[config.mk]
export PLATFORM = sky130hd
export DESIGN_NAME = sum_tx_sequencer_flat
export DESIGN_NICKNAME = d
export VERILOG_FILES = /design/src/rtl/sum_tx_sequencer_if.sv /design/src/rtl/sum_tx_sequencer.sv /design/src/flat_wrapper.sv
export SDC_FILE = /design/constraint.sdc
export NUM_CORES = 1
export LEC_CHECK = 0
export BUFFER_PORTS_ARGS = -buffer_cell sky130_fd_sc_hd__buf_4
export CORE_UTILIZATION = 25
export CTS_CLUSTER_SIZE = 10
export DETAILED_ROUTE_END_ITERATION = 8
export PLACE_DENSITY = 0.54
export REMOVE_ABC_BUFFERS = 1
export SLEW_MARGIN = 30
export SYNTH_ARGS = -nofsm -noshare
export SYNTH_HDL_FRONTEND = slang
export SYNTH_SLANG_ARGS = --single-unit
[constraint.sdc]
create_clock -name clk -period 3.3 [get_ports clk]
set_input_delay 0 -clock clk [delete_from_list [all_inputs] [get_ports clk]]
set_output_delay 0 -clock clk [all_outputs]
set_load 0.01 [all_outputs]
[src/rtl/sum_tx_sequencer_if.sv]
// Signal bundle between the sum/transmit sequencer and its surroundings:
// operand capture inputs, UART handshake and the visible operand/sum state.
interface sum_tx_sequencer_if #(
  parameter int DATA_W = 4
);
  logic              save_a_n;
  logic              save_b_n;
  logic [DATA_W-1:0] data_input;
  // UART handshake: tx_start is a one-cycle request for tx_data; the UART
  // acknowledges by raising tx_busy and reports completion by dropping it.
  // A request is only issued while tx_busy is low, and tx_data is held
  // from tx_start until the next tx_start.
  logic              tx_busy;
  logic              tx_start;
  logic [7:0]        tx_data;
  logic [DATA_W-1:0] a_val;
  logic [DATA_W-1:0] b_val;
  logic [DATA_W:0]   sum_val;
  logic              seq_busy;
  logic              overrun;

  modport master (
    input  save_a_n, save_b_n, data_input, tx_busy,
    output tx_start, tx_data, a_val, b_val, sum_val, seq_busy, overrun
  );

  modport slave (
    output save_a_n, save_b_n, data_input, tx_busy,
    input  tx_start, tx_data, a_val, b_val, sum_val, seq_busy, overrun
  );
endinterface

[src/rtl/sum_tx_sequencer.sv]
// Captures operands A/B from debounced-free async strobes, adds them and sends
// the sum to a UART as tens digit, ones digit and an end-of-line byte.
module sum_tx_sequencer #(
  parameter int         DATA_W      = 4,
  parameter logic [7:0] EOL_BYTE    = 8'h0D,
  parameter int         ACK_TIMEOUT = 16
) (
  input  logic                       clk,
  input  logic                       reset,
  sum_tx_sequencer_if.master         bus,
  output logic [2:0]                 dbg_state_o
);

  typedef enum logic [2:0] {
    ST_IDLE = 3'd0,
    ST_SEND = 3'd1,
    ST_ACK  = 3'd2,
    ST_DONE = 3'd3,
    ST_NEXT = 3'd4
  } state_t;

  localparam int CNT_W = $clog2(ACK_TIMEOUT + 1);
  localparam logic [CNT_W-1:0] CNT_LAST = CNT_W'(ACK_TIMEOUT - 1);

  // [0],[1] synchronize; [2] is the previous synchronized value for edge detect.
  logic [2:0]        a_sync_q, b_sync_q;
  logic              a_ev_q, b_ev_q;
  logic              a_ev_d, b_ev_d;

  state_t            state_q, state_d;
  logic [1:0]        idx_q, idx_d;
  logic [CNT_W-1:0]  cnt_q, cnt_d;
  logic              tx_start_q, tx_start_d;
  logic [7:0]        tx_data_q, tx_data_d;
  logic [DATA_W-1:0] a_q, a_d;
  logic [DATA_W-1:0] b_q, b_d;
  logic [DATA_W:0]   sum_q, sum_d;
  logic [7:0]        byte0_q, byte0_d;
  logic [7:0]        byte1_q, byte1_d;
  logic              overrun_q, overrun_d;

  logic [DATA_W-1:0] a_op;
  logic [DATA_W:0]   sum_new;
  logic [4:0]        sum_ext;
  logic [1:0]        tens;
  logic [4:0]        ones;

  assign a_ev_d = a_sync_q[2] & ~a_sync_q[1];
  assign b_ev_d = b_sync_q[2] & ~b_sync_q[1];

  always_ff @(posedge clk or posedge reset) begin
    if (reset) begin
      a_sync_q <= 3'b111;
      b_sync_q <= 3'b111;
      a_ev_q   <= 1'b0;
      b_ev_q   <= 1'b0;
    end else begin
      a_sync_q <= {a_sync_q[1:0], bus.save_a_n};
      b_sync_q <= {b_sync_q[1:0], bus.save_b_n};
      a_ev_q   <= a_ev_d;
      b_ev_q   <= b_ev_d;
    end
  end

  // A simultaneous A event must feed the sum so that A and B both take data_input.
  always_comb begin
    a_op    = a_ev_q ? bus.data_input : a_q;
    sum_new = {1'b0, a_op} + {1'b0, bus.data_input};
    sum_ext = 5'(sum_new);
    tens    = 2'd0;
    ones    = sum_ext;
    if (sum_ext >= 5'd30) begin
      tens = 2'd3;
      ones = sum_ext - 5'd30;
    end else if (sum_ext >= 5'd20) begin
      tens = 2'd2;
      ones = sum_ext - 5'd20;
    end else if (sum_ext >= 5'd10) begin
      tens = 2'd1;
      ones = sum_ext - 5'd10;
    end
  end

  always_comb begin
    state_d    = state_q;
    idx_d      = idx_q;
    cnt_d      = cnt_q;
    tx_start_d = 1'b0;
    tx_data_d  = tx_data_q;
    a_d        = a_q;
    b_d        = b_q;
    sum_d      = sum_q;
    byte0_d    = byte0_q;
    byte1_d    = byte1_q;
    overrun_d  = overrun_q;

    if (a_ev_q) a_d = bus.data_input;
    if (b_ev_q && (state_q != ST_IDLE)) overrun_d = 1'b1;

    case (state_q)
      ST_IDLE: begin
        idx_d = 2'd0;
        if (b_ev_q) begin
          b_d     = bus.data_input;
          sum_d   = sum_new;
          byte0_d = 8'h30 + {6'd0, tens};
          byte1_d = 8'h30 + {3'd0, ones};
          state_d = ST_SEND;
        end
      end
      ST_SEND: begin
        if (!bus.tx_busy) begin
          tx_start_d = 1'b1;
          tx_data_d  = (idx_q == 2'd0) ? byte0_q :
                       (idx_q == 2'd1) ? byte1_q : EOL_BYTE;
          cnt_d      = '0;
          state_d    = ST_ACK;
        end
      end
      ST_ACK: begin
        // A UART that never acknowledges costs the byte, not the whole message.
        if (bus.tx_busy)            state_d = ST_DONE;
        else if (cnt_q == CNT_LAST) state_d = ST_NEXT;
        else                        cnt_d   = cnt_q + 1'b1;
      end
      ST_DONE: begin
        if (!bus.tx_busy) state_d = ST_NEXT;
      end
      ST_NEXT: begin
        if (idx_q == 2'd2) begin
          idx_d   = 2'd0;
          state_d = ST_IDLE;
        end else begin
          idx_d   = idx_q + 2'd1;
          state_d = ST_SEND;
        end
      end
      default: state_d = ST_IDLE;
    endcase
  end

  always_ff @(posedge clk or posedge reset) begin
    if (reset) begin
      state_q    <= ST_IDLE;
      idx_q      <= 2'd0;
      cnt_q      <= '0;
      tx_start_q <= 1'b0;
      tx_data_q  <= 8'h00;
      a_q        <= '0;
      b_q        <= '0;
      sum_q      <= '0;
      byte0_q    <= 8'h00;
      byte1_q    <= 8'h00;
      overrun_q  <= 1'b0;
    end else begin
      state_q    <= state_d;
      idx_q      <= idx_d;
      cnt_q      <= cnt_d;
      tx_start_q <= tx_start_d;
      tx_data_q  <= tx_data_d;
      a_q        <= a_d;
      b_q        <= b_d;
      sum_q      <= sum_d;
      byte0_q    <= byte0_d;
      byte1_q    <= byte1_d;
      overrun_q  <= overrun_d;
    end
  end

  assign bus.tx_start = tx_start_q;
  assign bus.tx_data  = tx_data_q;
  assign bus.a_val    = a_q;
  assign bus.b_val    = b_q;
  assign bus.sum_val  = sum_q;
  assign bus.seq_busy = (state_q != ST_IDLE);
  assign bus.overrun  = overrun_q;
  assign dbg_state_o  = state_q;

endmodule

[src/flat_wrapper.sv]
// flat-port wrapper written by rule: the top's interface ports become plain ports
module sum_tx_sequencer_flat 
#(
  parameter int         DATA_W      = 4,
  parameter logic [7:0] EOL_BYTE    = 8'h0D,
  parameter int         ACK_TIMEOUT = 16
)
  (clk, reset, dbg_state_o, bus_save_a_n, bus_save_b_n, bus_data_input, bus_tx_busy, bus_tx_start, bus_tx_data, bus_a_val, bus_b_val, bus_sum_val, bus_seq_busy, bus_overrun);
  sum_tx_sequencer_if #(.DATA_W(DATA_W)) bus_i ();
  input  logic clk;
  input  logic reset;
  output logic [2:0] dbg_state_o;
  input wire logic [$bits(bus_i.save_a_n)-1:0] bus_save_a_n;
  input wire logic [$bits(bus_i.save_b_n)-1:0] bus_save_b_n;
  input wire logic [$bits(bus_i.data_input)-1:0] bus_data_input;
  input wire logic [$bits(bus_i.tx_busy)-1:0] bus_tx_busy;
  output wire logic [$bits(bus_i.tx_start)-1:0] bus_tx_start;
  output wire logic [$bits(bus_i.tx_data)-1:0] bus_tx_data;
  output wire logic [$bits(bus_i.a_val)-1:0] bus_a_val;
  output wire logic [$bits(bus_i.b_val)-1:0] bus_b_val;
  output wire logic [$bits(bus_i.sum_val)-1:0] bus_sum_val;
  output wire logic [$bits(bus_i.seq_busy)-1:0] bus_seq_busy;
  output wire logic [$bits(bus_i.overrun)-1:0] bus_overrun;
  assign bus_i.save_a_n = bus_save_a_n;
  assign bus_i.save_b_n = bus_save_b_n;
  assign bus_i.data_input = bus_data_input;
  assign bus_i.tx_busy = bus_tx_busy;
  assign bus_tx_start = bus_i.tx_start;
  assign bus_tx_data = bus_i.tx_data;
  assign bus_a_val = bus_i.a_val;
  assign bus_b_val = bus_i.b_val;
  assign bus_sum_val = bus_i.sum_val;
  assign bus_seq_busy = bus_i.seq_busy;
  assign bus_overrun = bus_i.overrun;
  sum_tx_sequencer #(.DATA_W(DATA_W), .EOL_BYTE(EOL_BYTE), .ACK_TIMEOUT(ACK_TIMEOUT)) u_core (.clk(clk), .reset(reset), .bus(bus_i), .dbg_state_o(dbg_state_o));
endmodule
-- Word level (Yosys, flattened, before mapping)
Index checks and enable logic that the tools add are counted.
- logic and storage cells: 78
- output and inout bits: 27
- bits of input ports: 9
- flip-flop bits (word level): 57
- reduce and logical (&&, ||, !) cells: 10
- order comparisons: 3
- $add $sub $neg: 8
- equal/unequal tests: 13
- mux-type cells: 24
- bitwise logic cells: 5
- operators with widths (kind ; number):
    $mux W5 ; 6
    $mux W8 ; 2
    $mux W3 ; 5
    $pmux W3 S5 ; 1
    $ge A5 B5 Y1 const B ; 2
    $pmux W5 S2 ; 1
    $sub A5 B5 Y5 const B ; 2
    $ne A2 B2 Y1 const B ; 4
    $reduce_and A4 Y1 ; 2
    $add A6 B2 Y7 const A ; 1
    $add A6 B5 Y7 const A ; 1
    $eq A3 B2 Y1 const B ; 2
    $mux W2 ; 3
    $add A4 B4 Y5 ; 1
    $add A5 B1 Y5 const B ; 1
    $eq A5 B4 Y1 const B ; 1
    $ge A5 B4 Y1 const B ; 1
    $sub A5 B4 Y5 const B ; 1
    $mux W1 ; 4
    $mux W4 ; 1
    $pmux W2 S2 ; 1
    $reduce_and A2 Y1 ; 2
    $reduce_bool A2 Y1 ; 2
    $eq A3 B1 Y1 const B ; 1
    other kinds (12) ; 15

-- Depth between registers and ports, before layout
- depth after elaboration: 7
- gate-level depth with buffers: 11
- mapped depth without buffers: 11

-- Worst setup path before layout
No wires, ideal clock.
- path kind: reg2reg
- start: reg u_core.a_ev_q
- end: reg u_core.byte1_q[2]
- period minus slack after synthesis: 3.094 ns
- setup slack: 0.206 ns
- setup time: 0.095 ns
- arrival: 2.998 ns
- path buffers: 0
- stages on the path, launching flop included: 12
- required time: 3.205 ns
- cell sequence: dfrtp_1 > mux2_2 > ha_1 > fa_1 > xor2_1 > inv_1 > ha_1 > a21boi_0 > o41ai_1 > o311a_2 > nor3_1 > o31ai_1
- cells in the longest elaborated chain, start to end: 7
- elaborated cells between the ends (all ways): 12
- RTL lines (what ; line ; RTL):
    start: declaration ; sum_tx_sequencer.sv:27 ; logic a_ev_q, b_ev_q;
    start signal: assignment ; sum_tx_sequencer.sv:60 ; a_ev_q <= a_ev_d;
    $mux W4 (*) ; sum_tx_sequencer.sv:67 ; a_op = a_ev_q ? bus.data_input : a_q;
    $add A4 B4 Y5 (*) ; sum_tx_sequencer.sv:68 ; sum_new = {1'b0, a_op} + {1'b0, bus.data_input};
    $sub A5 B4 Y5 or $ge A5 B4 Y1 (tied branches) ; sum_tx_sequencer.sv:80, sum_tx_sequencer.sv:78 ;
    $mux W5 ; sum_tx_sequencer.sv:78 ; end else if (sum_ext >= 5'd10) begin
    $mux W5 ; sum_tx_sequencer.sv:75 ; end else if (sum_ext >= 5'd20) begin
    $mux W5 (*) ; sum_tx_sequencer.sv:72 ; if (sum_ext >= 5'd30) begin
    $add A6 B5 Y7 (*) ; sum_tx_sequencer.sv:107 ; byte1_d = 8'h30 + {3'd0, ones};
    end signal: assignment ; sum_tx_sequencer.sv:165 ; byte1_q <= byte1_d;
    end: declaration ; sum_tx_sequencer.sv:39 ; logic [7:0] byte1_q, byte1_d;
Mark *: on every way between the ends. The rest lies on a longest branch, timed or not.
A chain may end at the register's enable or synchronous reset.

-- Worst setup path in the final report
- start: reg u_core.a_ev_q
- end: reg u_core.byte1_q[6]
Same word-level chain as after synthesis.

==> metrics.md <==
| Metric | Value |
|---|---|
| Status | complete, but fails checks |
| Failing checks | design-rule violations |
| Final GP Congestion | 0.806 |
| Max-slew headroom | 55.9% |
| Share of cells above drive strength 1 | 26.6% |
| Worst setup SP type | flip-flop |
| CTS tree | yes |
| Simple-gate share of the synthesized area | 14.2% |
| Wire per inst | 12.8 µm |
| Worst reg2reg path depth | 10 |
| CP required | 3.54 ns |
| Drt first pass iters | 6 |
| # clock sinks | 47 |
| Layout Skew | 0.00714 ns |
| Total GRT Usage | 10.7% |
| Area Growth Syn to Fin | 23.5% |
| Hold Crit Class | in2async |
| Max VDD drop | 0.000220 V |
| Initial Util | 26.0% |
| Main combinational cell family by area after synthesis | simple AND/OR/NAND/NOR gates |
| Critical path origin | u_core.a_ev_q$_DFF_PP0_ |
| Max Cap Viol | 0 |
| Critical path buffer and inverter count | 1 |
| Synth Area in Adders | 7.44% |
| First-pass GRT wire length | 8.11 mm |
| Actual slew at the worst max-slew pin | 0.659 ns |
| Critical path's most frequent cell | ha_1 |
| Total power | 2090 µW |
| Post-CTS Repair Setup Buffers | 0 |
| Number of synthesized flops with an enable pin | 0 |
| Commonest non-fill, non-tap cell in the layout | dfrtp_1 |
| Antenna diode count | 0 |
| Via Count | 1654 |
| Post-synth ARST share | 100% |
| Grt total ovfl | 0 |
| Max incr delay on CP | 0.48 ns |
| Post-DP HPWL | 3.34 mm |
| R2r endpoint | u_core.byte1_q[6]$_DFFE_PP0P_ |
| H-tree lvl count | 2 |
| Row Count | 34 |
| CP max FO | 6 |
| DIE HEIGHT | 97.7 µm |
| FF+latch count, synth | 47 |
| Final Net Count | 277 |
| Die X-Extent | 97.7 µm |
| Compound-cell area share of the yosys netlist | 13.6% |
| Final Hold Fails | 0 |
| Unique masters post-synth | 50 |
| Finished Core Util | 32.1% |
| Placed cell areas | 0.00264 mm² |
| CTS buffer count | 5 |
| Leak | 0.00129 µW |
| Sequential area share after synthesis | 51.8% |
| Remaining antenna violation count | 0 |
| Final worst-path cycle share | 93.4% |
| Post-route cell area | 0.00282 mm² |
| Clock transition at path regs | 0.09 ns |
| I/O pins | 36 |
| Mux share of post-synthesis cell area | 6.62% |
| Final min period | 3.08 ns |
| Initial antenna violation count | 0 |
| Crit-path leading delay family | adder cells |
| Setup-failing EPs final | 0 |
| Number of global-route vias before repair | 1682 |
| Cells after synthesis | 214 |
| Crit-path cells | mux2_2 -> ha_1 -> fa_1 -> xor2_1 -> buf_4 -> ha_1 -> a21o_4 -> or4_4 -> a311oi_2 -> or2_1 |
| Core area | 0.00881 mm² |
| Most frequent cells in the layout | dfrtp_1, buf_4, nand2_1, nor2_1, o21ai_0 |
| FMAX | 325 MHz |
| Largest net degree at the start of global routing | 48 |
| Clock insertion delay at the later pin of the skew report | 0.30 ns |
| Port-buffer cells | 34 |
| Avg Cell Area, Syn | 10.7 µm² |
| Power density cells | 738 mW/mm² |
| Critical path depth in cells | 10 |
| Ys flop type | dfrtp_1 |
| Clk root buf | clkbuf_8 |
| Max Root-Sink Buffers | 2 |
| CP endpoint kind | flip-flop |
| DRC viols | 4 |
| Crit path capture | u_core.byte1_q[6]$_DFFE_PP0P_ |
| First DRT Iteration DRCs | 77 |
| Final TNS setup | 0 ns |
| RSZ-0062 raised after global routing | no |
| Mapped cell area | 0.00229 mm² |
| Xor/xnor cell area share of the yosys netlist | 1.53% |
| Slew Limit Fails | 0 |
| Critical Path AT | 3.32 ns |
| Die area | 0.00954 mm² |
| Reg2reg setup slack | 0.22 ns |
| RR Startpoint | u_core.a_ev_q$_DFF_PP0_ |
| Synth Warn # | 0 |
| Vias per std cell | 4.54 |
| CP Class | reg2reg |
| Slowest stage cell, crit path | or4_4 |
| WL final | 4.68 mm |
==> flip-flops by register name (all words and copies together) (netlist names), 2 cells and up <==
name and flops:
u_core.bus.sum_val 5, u_core.idx_q 2, u_core.byte1_q 5, u_core.a_sync_q 3
u_core.bus.tx_data 6, u_core.cnt_q 5, u_core.bus.b_val 4, u_core.dbg_state_o 3
u_core.b_sync_q 3, u_core.bus.a_val 4, u_core.byte0_q 3
==> worst min-delay path by stage <==
stage	from	endpoint	slack [ns]	depth (start not counted)
after floorplan	bus_save_a_n	u_core.a_sync_q[0]$_DFF_PP1_	0.004	0
after global placement	bus_save_a_n	u_core.a_sync_q[0]$_DFF_PP1_	0.11	1
after detailed placement	bus_save_a_n	u_core.a_sync_q[0]$_DFF_PP1_	0.11	1
after CTS	bus_save_a_n	u_core.a_sync_q[0]$_DFF_PP1_	0.34	2
after global routing	bus_save_a_n	u_core.a_sync_q[0]$_DFF_PP1_	0.34	2
final	reset	u_core.bus.overrun$_DFFE_PP0P_	0.33	3
==> through the flow <==
step	worst slack (ns)	cells	hold slack (ns)
after floorplan	0.198	202	0.00448
after global placement	0.270	348	0.109
after detailed placement	0.212	348	0.110
after CTS	0.178	364	0.337
after global routing	0.0141	364	0.342
final	0.218	364	0.334
==> cell families after synthesis <==
family | after synthesis
simple gates | 67
flops | 47
compound gates | 46
buf+inv | 22
mux | 14
fa+ha+maj | 13
xor+xnor | 4
other cells | 1
==> repair_timing <==
action | 4_1_cts | 5_1_grt
endpoints found under the hold margin | 52 | 0
hold buffers | 8 | 0
setup endpoints to repair | 0 | 1
resized for setup | 0 | 1
==> routing by layer <==
metal	vias to the layer above	part of all wire, %	GRT usage, %	wire length, µm
li1	826	-	-	-
met1	779	47	14.0	2180
met2	42	46	16.7	2140
met3	7	6.3	3.31	294
met4	0	1.2	3.38	56
met5	-	0	0	0
==> area by class of cell <==
type | count | area, µm²
clock buffer | 7 | 86.3
tap | 108 | 135
sequential | 47 | 1180
timing repair buffer | 46 | 365
inverter | 10 | 40.0
multi-input combinational | 145 | 1000
fill | 903 | 5980
clock inverter | 1 | 8.76
==> synth_stat cells (2+ instances only) <==
cell type,instances,area (µm²)
ha_1,12,150
or3_1,2,12.5
buf_4,4,30.0
nand3_1,2,10.0
nand4_1,2,12.5
nor2_1,17,63.8
nand2_1,24,90.1
nor2b_1,5,31.3
dfstp_2,6,158
mux2i_1,5,50.1
xor2_1,3,26.3
a21oi_1,9,45.0
dfrtp_1,41,1030
inv_1,9,33.8
and3_1,3,18.8
o41ai_1,2,17.5
clkbuf_1,6,22.5
o31ai_1,6,45.0
mux2_2,9,101
nand2b_1,4,25.0
o21ai_0,14,70.1
==> worst min-delay path, cell delays in order <==
cell	delay, ns
dlygate4sd3_1	0.54
buf_4	0.14
inv_4	0.43
==> report_power, final <==
group	leakage, µW	internal [µW]	total, µW	switching, µW
clock	0.0000484	172	365	193
combinational	0.000669	406	846	441
sequential	0.000573	746	874	128
Power figures use the tool's default switching activity.
